## config.mk

```make
export PLATFORM = sky130hd
export DESIGN_NAME = uart_tx_scheduler_flat
export DESIGN_NICKNAME = d
export VERILOG_FILES = /design/src/rtl/uart_tx_scheduler_if.sv /design/src/rtl/uart_tx_scheduler.sv /design/src/flat_wrapper.sv
export SDC_FILE = /design/constraint.sdc
export NUM_CORES = 1
export LEC_CHECK = 0
export ABC_AREA = 1
export CORE_UTILIZATION = 40
export CTS_BUF_LIST = sky130_fd_sc_hd__clkbuf_16
export CTS_CLUSTER_SIZE = 28
export DETAILED_ROUTE_END_ITERATION = 10
export PLACE_DENSITY_LB_ADDON = 0.05
export SETUP_SLACK_MARGIN = 0.5
export SLEW_MARGIN = 5
export SYNTH_ARGS = -nofsm -noshare
export SYNTH_HDL_FRONTEND = slang
export SYNTH_SLANG_ARGS = --single-unit
export TNS_END_PERCENT = 50
```

## constraint.sdc

```tcl
create_clock -name clk -period 4 [get_ports clk]
set_input_delay 0.6 -clock clk [delete_from_list [all_inputs] [get_ports clk]]
set_output_delay 0.6 -clock clk [all_outputs]
set_load 0.02 [all_outputs]
```

## src/rtl/uart_tx_scheduler_if.sv

```systemverilog
// Bundle between the two byte requesters, the uart_tx byte transmitter
// and the scheduler that shares it.
//   req0_valid/req0_data/req0_ready : requester 0 byte push handshake
//   req1_valid/req1_data/req1_ready : requester 1 byte push handshake
//   tx_dv/tx_byte                   : start pulse and byte toward uart_tx
//   tx_active/tx_done               : status back from uart_tx
//   busy/grant_id/tx_error          : scheduler status
// The scheduler uses modport slave; the requester/transmitter side uses master.
interface uart_tx_scheduler_if;
    logic       req0_valid;
    logic [7:0] req0_data;
    logic       req0_ready;
    logic       req1_valid;
    logic [7:0] req1_data;
    logic       req1_ready;
    logic       tx_dv;
    logic [7:0] tx_byte;
    logic       tx_active;
    logic       tx_done;
    logic       busy;
    logic       grant_id;
    logic       tx_error;

    modport slave (
        input  req0_valid, req0_data, req1_valid, req1_data, tx_active, tx_done,
        output req0_ready, req1_ready, tx_dv, tx_byte, busy, grant_id, tx_error
    );

    modport master (
        output req0_valid, req0_data, req1_valid, req1_data, tx_active, tx_done,
        input  req0_ready, req1_ready, tx_dv, tx_byte, busy, grant_id, tx_error
    );
endinterface

```

## src/rtl/uart_tx_scheduler.sv

```systemverilog
// Shares one uart_tx byte transmitter between two requesters. Each requester
// owns a DEPTH-entry byte FIFO; a round-robin scheduler sends one byte per
// grant, waits for tx_done (or a timeout) and then an inter-byte gap.
// Ports:
//   clk  : system clock, rising edge
//   rst  : asynchronous active-low reset
//   bus  : uart_tx_scheduler_if.slave (requester handshakes, uart_tx handshake,
//          busy / grant_id / sticky tx_error status)
//
// state       | meaning
// ------------+------------------------------------------------------------
// S_IDLE      | waiting for a queued byte while uart_tx is not active
// S_START     | tx_dv high for this single cycle, byte on tx_byte
// S_WAIT_DONE | waiting for tx_done; aborts after TIMEOUT cycles
// S_GAP       | GAP_CYCLES idle cycles before the next grant
module uart_tx_scheduler #(
    parameter int DEPTH      = 4,
    parameter int GAP_CYCLES = 16,
    parameter int TIMEOUT    = 65535
) (
    input logic                clk,
    input logic                rst,
    uart_tx_scheduler_if.slave bus
);
    localparam int AW = $clog2(DEPTH);
    localparam int CW = AW + 1;

    typedef logic [AW-1:0] ptr_t;
    typedef logic [CW-1:0] cnt_t;

    localparam cnt_t        FULL     = cnt_t'(DEPTH);
    localparam logic [15:0] TO_LAST  = 16'(TIMEOUT - 1);
    localparam logic [15:0] GAP_LAST = 16'(GAP_CYCLES - 1);

    typedef enum logic [1:0] {
        S_IDLE,
        S_START,
        S_WAIT_DONE,
        S_GAP
    } state_t;

    state_t      state;
    logic [7:0]  mem0 [DEPTH];
    logic [7:0]  mem1 [DEPTH];
    ptr_t        wr0, rd0, wr1, rd1;
    cnt_t        cnt0, cnt1;
    logic        tx_dv_q;
    logic [7:0]  tx_byte_q;
    logic        grant_q;
    logic        err_q;
    logic [15:0] to_cnt;
    logic [15:0] gap_cnt;

    logic ne0, ne1;
    logic push0, push1;
    logic launch, sel, pop0, pop1;

    assign ne0   = (cnt0 != '0);
    assign ne1   = (cnt1 != '0);
    // Ready comes from the registered count only, so a same-cycle pop never
    // opens a full FIFO early.
    assign push0 = bus.req0_valid && (cnt0 != FULL);
    assign push1 = bus.req1_valid && (cnt1 != FULL);

    // Tie goes to the requester that was not served last; grant_q resets to 1
    // so requester 0 wins the very first tie.
    assign launch = (state == S_IDLE) && !bus.tx_active && (ne0 || ne1);
    assign sel    = (ne0 && ne1) ? ~grant_q : ~ne0;
    assign pop0   = launch && !sel;
    assign pop1   = launch && sel;

    always_ff @(posedge clk) begin
        if (push0) mem0[wr0] <= bus.req0_data;
        if (push1) mem1[wr1] <= bus.req1_data;
    end

    always_ff @(posedge clk or negedge rst) begin
        if (!rst) begin
            wr0  <= '0;
            rd0  <= '0;
            cnt0 <= '0;
            wr1  <= '0;
            rd1  <= '0;
            cnt1 <= '0;
        end else begin
            if (push0) wr0 <= wr0 + ptr_t'(1);
            if (pop0)  rd0 <= rd0 + ptr_t'(1);
            if (push1) wr1 <= wr1 + ptr_t'(1);
            if (pop1)  rd1 <= rd1 + ptr_t'(1);
            cnt0 <= cnt0 + cnt_t'(push0) - cnt_t'(pop0);
            cnt1 <= cnt1 + cnt_t'(push1) - cnt_t'(pop1);
        end
    end

    always_ff @(posedge clk or negedge rst) begin
        if (!rst) begin
            state     <= S_IDLE;
            tx_dv_q   <= 1'b0;
            tx_byte_q <= 8'h00;
            grant_q   <= 1'b1;
            err_q     <= 1'b0;
            to_cnt    <= '0;
            gap_cnt   <= '0;
        end else begin
            case (state)
                S_IDLE: begin
                    if (launch) begin
                        tx_byte_q <= sel ? mem1[rd1] : mem0[rd0];
                        grant_q   <= sel;
                        tx_dv_q   <= 1'b1;
                        state     <= S_START;
                    end
                end
                S_START: begin
                    tx_dv_q <= 1'b0;
                    to_cnt  <= '0;
                    state   <= S_WAIT_DONE;
                end
                S_WAIT_DONE: begin
                    if (bus.tx_done) begin
                        if (GAP_CYCLES == 0) begin
                            state <= S_IDLE;
                        end else begin
                            gap_cnt <= GAP_LAST;
                            state   <= S_GAP;
                        end
                    end else if (to_cnt == TO_LAST) begin
                        // Abort after TIMEOUT cycles in this state; the byte is dropped.
                        err_q <= 1'b1;
                        state <= S_IDLE;
                    end else begin
                        to_cnt <= to_cnt + 16'd1;
                    end
                end
                S_GAP: begin
                    if (gap_cnt == '0) begin
                        state <= S_IDLE;
                    end else begin
                        gap_cnt <= gap_cnt - 16'd1;
                    end
                end
                default: state <= S_IDLE;
            endcase
        end
    end

    assign bus.req0_ready = (cnt0 != FULL);
    assign bus.req1_ready = (cnt1 != FULL);
    assign bus.tx_dv      = tx_dv_q;
    assign bus.tx_byte    = tx_byte_q;
    assign bus.grant_id   = grant_q;
    assign bus.tx_error   = err_q;
    assign bus.busy       = (state != S_IDLE) || ne0 || ne1;
endmodule

```

## src/flat_wrapper.sv

```systemverilog
// flat-port wrapper written by rule: the top's interface ports become plain ports
module uart_tx_scheduler_flat 
#(
    parameter int DEPTH      = 4,
    parameter int GAP_CYCLES = 16,
    parameter int TIMEOUT    = 65535
)
  (clk, rst, bus_req0_valid, bus_req0_data, bus_req1_valid, bus_req1_data, bus_tx_active, bus_tx_done, bus_req0_ready, bus_req1_ready, bus_tx_dv, bus_tx_byte, bus_busy, bus_grant_id, bus_tx_error);
  uart_tx_scheduler_if bus_i ();
  input logic clk;
  input logic rst;
  input wire logic [$bits(bus_i.req0_valid)-1:0] bus_req0_valid;
  input wire logic [$bits(bus_i.req0_data)-1:0] bus_req0_data;
  input wire logic [$bits(bus_i.req1_valid)-1:0] bus_req1_valid;
  input wire logic [$bits(bus_i.req1_data)-1:0] bus_req1_data;
  input wire logic [$bits(bus_i.tx_active)-1:0] bus_tx_active;
  input wire logic [$bits(bus_i.tx_done)-1:0] bus_tx_done;
  output wire logic [$bits(bus_i.req0_ready)-1:0] bus_req0_ready;
  output wire logic [$bits(bus_i.req1_ready)-1:0] bus_req1_ready;
  output wire logic [$bits(bus_i.tx_dv)-1:0] bus_tx_dv;
  output wire logic [$bits(bus_i.tx_byte)-1:0] bus_tx_byte;
  output wire logic [$bits(bus_i.busy)-1:0] bus_busy;
  output wire logic [$bits(bus_i.grant_id)-1:0] bus_grant_id;
  output wire logic [$bits(bus_i.tx_error)-1:0] bus_tx_error;
  assign bus_i.req0_valid = bus_req0_valid;
  assign bus_i.req0_data = bus_req0_data;
  assign bus_i.req1_valid = bus_req1_valid;
  assign bus_i.req1_data = bus_req1_data;
  assign bus_i.tx_active = bus_tx_active;
  assign bus_i.tx_done = bus_tx_done;
  assign bus_req0_ready = bus_i.req0_ready;
  assign bus_req1_ready = bus_i.req1_ready;
  assign bus_tx_dv = bus_i.tx_dv;
  assign bus_tx_byte = bus_i.tx_byte;
  assign bus_busy = bus_i.busy;
  assign bus_grant_id = bus_i.grant_id;
  assign bus_tx_error = bus_i.tx_error;
  uart_tx_scheduler #(.DEPTH(DEPTH), .GAP_CYCLES(GAP_CYCLES), .TIMEOUT(TIMEOUT)) u_core (.clk(clk), .rst(rst), .bus(bus_i));
endmodule
```

==> flow_summary.ini <==
[status]
status = finished clean

[sta]
setup_slack_ps = 1590
slew_headroom_pct = 38.6
fmax_mhz = 415
rsz0062_at_grt = false
period_minus_slack_ps = 2410
finalSetupViolations = 0
final_hold_viol_count = 0
post-route-period-util_pct = 60.3
worst_pin_slew_ps = 922
clock_skew_ps = 7.51
maxSlewViolCount = 0
setup_tns_ps = 0
hold_slack_ps = 323

[logic_synthesis]
yosys_warnings = 0
ys.flop_type = edfxtp_1
ys_seq_area_share_pct = 57.4
ys_async_sr_fraction_pct = 48.0
synth_nets = 672
netlist_area_um2 = 5920
avgSynthCellArea_um2 = 9.37
synth_edf_count = 64
ys_ff_latch = 123
postSynthCellCount = 632
synthDistinctLibCells = 30

[die]
initial_core_util_pct = 40.9
design.core.area_um2 = 14500
core.rowCount = 44
dieArea_um2 = 15300
die_x_um = 124
die_h_um = 124
io_pins = 36

[final_layout]
area_growth_pct = 18.2
register_area_um2 = 3400
n_fill_cell = 1361
finalNetCount = 714
multiInputGateArea_um2 = 2200
drive_gt1_share_pct = 8.30
insertedDiodeCount = 0

[global_routing]
antenna_found_initial = 0
grt_overflow_total = 0
track_usage_pct = 17.6
grt_max_degree = 41
grt_pass1_wl_um = 20300
grt_pass1_vias = 4115

[detailed_routing]
dr.pass1.iters = 4
routed_via_density = 4.86
drt_iter0_drc = 247
antenna_left = 0
drc = 0
wire_per_inst_um = 13.8
wirelength_um = 12100
vias = 4234

[setup_path]
crit_family = adder cells
cp_data_required_time_ps = 4280
ff2ff_setup_slack_ps = 1590
reg2reg_to = u_core.cnt1[2]
critPathCaptureType = flop
crit_fanout = 13
crit_path_start_kind = flop
crit_slowest_cell = dfrtp_1
reg2reg_from = u_core.cnt0[1]
arrival_ps = 2700
worstPathCellList = inv_1 > nand2_1 > o21ai_1 > buf_4 > a21oi_1 > buf_4 > ha_1 > inv_1 > ha_1 > fa_1 > xor2_1
worst-path-buf-inv = 4
reg2reg_depth = 11
worstSetupPathType = reg -> reg
slowest_delay_ps = 390

[placed_design]
pre_cts_ws_ps = 1190
hpwl_um = 8260
port_buffers = 35
gp_congestion = 0.799

[clock_network]
hold_buffers = 0
cts_tree = built
cts_buffer_depth = 2
root_buffer = clkbuf_16
clk_latency_ps = 410
h-tree-depth = 4
post-cts-setup-buffer-count = 0
numCtsBuffers = 17
cts_resized = 0
clkTransAtPathRegs_ps = 60
clock_sinks = 123

[job]
maxCapViolCount = 0

[min_path]
hold_path_class = in -> async

[power_and_ir_drop]
powerDensity_nw_per_um2 = 676
ir_drop_mv = 0.308
power_leakage_uw = 0.00290
## logic make-up after synthesis
| group | after synthesis | share of synthesized area (%) |
|---|---|---|
| fa+ha+maj | 18 | 4.06 |
| xor+xnor | 20 | 2.96 |
| compound gates | 84 | 8.09 |
| simple gates | 308 | 22.0 |
| buf+inv | 79 | 5.49 |
| flops | 123 | 57.4 |
## Yosys cell counts, types with 2 or more instances
cell	instances	share of area, %
o21ai_1	4	0.34
nor2_4	5	0.95
nand4_1	9	0.95
o22ai_1	16	1.7
nand3_1	45	3.8
inv_1	60	3.8
dfrtp_1	58	25
a21oi_1	4	0.34
o21ai_2	7	1.0
o21ai_0	48	4.1
ha_1	16	3.4
nand2_2	4	0.42
xor2_1	15	2.2
nor2_1	98	6.2
fa_1	2	0.68
o21bai_1	3	0.38
edfxtp_1	64	32
buf_2	5	0.42
xnor2_1	5	0.74
clkbuf_1	10	0.63
nand2_1	145	9.2
## cells in the final DEF (no fill, tap or decap), types with 7 or more instances in the layout
cell / synthesis / routed
o22ai_1: 16 / 16
o21ai_2: 7 / 7
ha_1: 16 / 16
dfrtp_1: 58 / 58
nand4_1: 9 / 9
o21ai_0: 48 / 48
clkdlybuf4s50_1: 0 / 34
nand2_1: 145 / 145
edfxtp_1: 64 / 64
clkbuf_16: 0 / 17
xor2_1: 15 / 15
nor2_1: 98 / 98
nand3_1: 45 / 45
inv_1: 60 / 61
## routing by layer
layer / up-vias / track usage [%] / part of all wire (%)
met1: 2006 / 23.9 / 49
met3: 10 / 4.76 / 3.4
li1: 2168 / - / -
met5: - / 0 / 0
met4: 0 / 5.57 / 1.1
met2: 50 / 27.3 / 46
## power by group
part	internal [µW]	total, µW	switching, µW
registers	1650	1890	235
clock network	851	1420	572
logic	491	1410	923
total	3000	4730	1730
## area by class of cell
| class | count | share of cell area [%] |
|---|---|---|
| multi-input cells | 430 | 31.4 |
| repair buffers | 40 | 5.47 |
| clock inverters | 15 | 1.81 |
| well taps | 184 | 3.29 |
| clock buffers | 17 | 6.08 |
| inverters | 62 | 3.36 |
| flip-flops and latches | 123 | 48.6 |
## worst reg2reg max path: stages (launching register included)
cell,delay [ps]
dfrtp_1,390
inv_1,120
nand2_1,130
o21ai_1,160
buf_4,200
a21oi_1,60
buf_4,180
ha_1,280
inv_1,40
ha_1,200
fa_1,370
xor2_1,170
## sequential cells by signal, summed over array words and instances (netlist names)
register             cells
u_core.rd0               2
u_core.mem1             32
u_core.gap_cnt          16
u_core.wr1               2
u_core.rd1               2
u_core.wr0               2
u_core.bus.tx_byte       8
u_core.bus.tx_error      1
u_core.bus.grant_id      1
u_core.mem0             32
u_core.cnt1              3
u_core.state             2
u_core.cnt0              3
u_core.bus.tx_dv         1
u_core.to_cnt           16
## worst max-delay path by stage
stage                              start             end  slack [ps]  cells after the start
after floorplan           u_core.cnt0[1]  u_core.cnt0[2]        1770                     10
after detailed placement   bus_tx_active  u_core.cnt1[2]        1190                     11
after global routing      u_core.cnt0[1]  u_core.cnt1[2]        1390                     11
after global placement     bus_tx_active  u_core.cnt1[2]        1180                     11
after CTS                 u_core.cnt0[1]        bus_busy        1580                      5
final                     u_core.cnt0[1]  u_core.cnt1[2]        1590                     11
## through the flow
stage | power (µW) | cell area, µm² | instances | util (%)
6_report | 4730 | 7000 | 871 | 48.3
5_1_grt | 5060 | 7000 | 871 | 48.3
4_1_cts | 4790 | 7000 | 871 | 48.3
3_5_place_dp | 3340 | 6440 | 839 | 44.5
3_3_place_gp | 3310 | 6440 | 839 | 44.5
2_1_floorplan | 2870 | 5920 | 632 | -
Power figures use the tool's default switching activity.
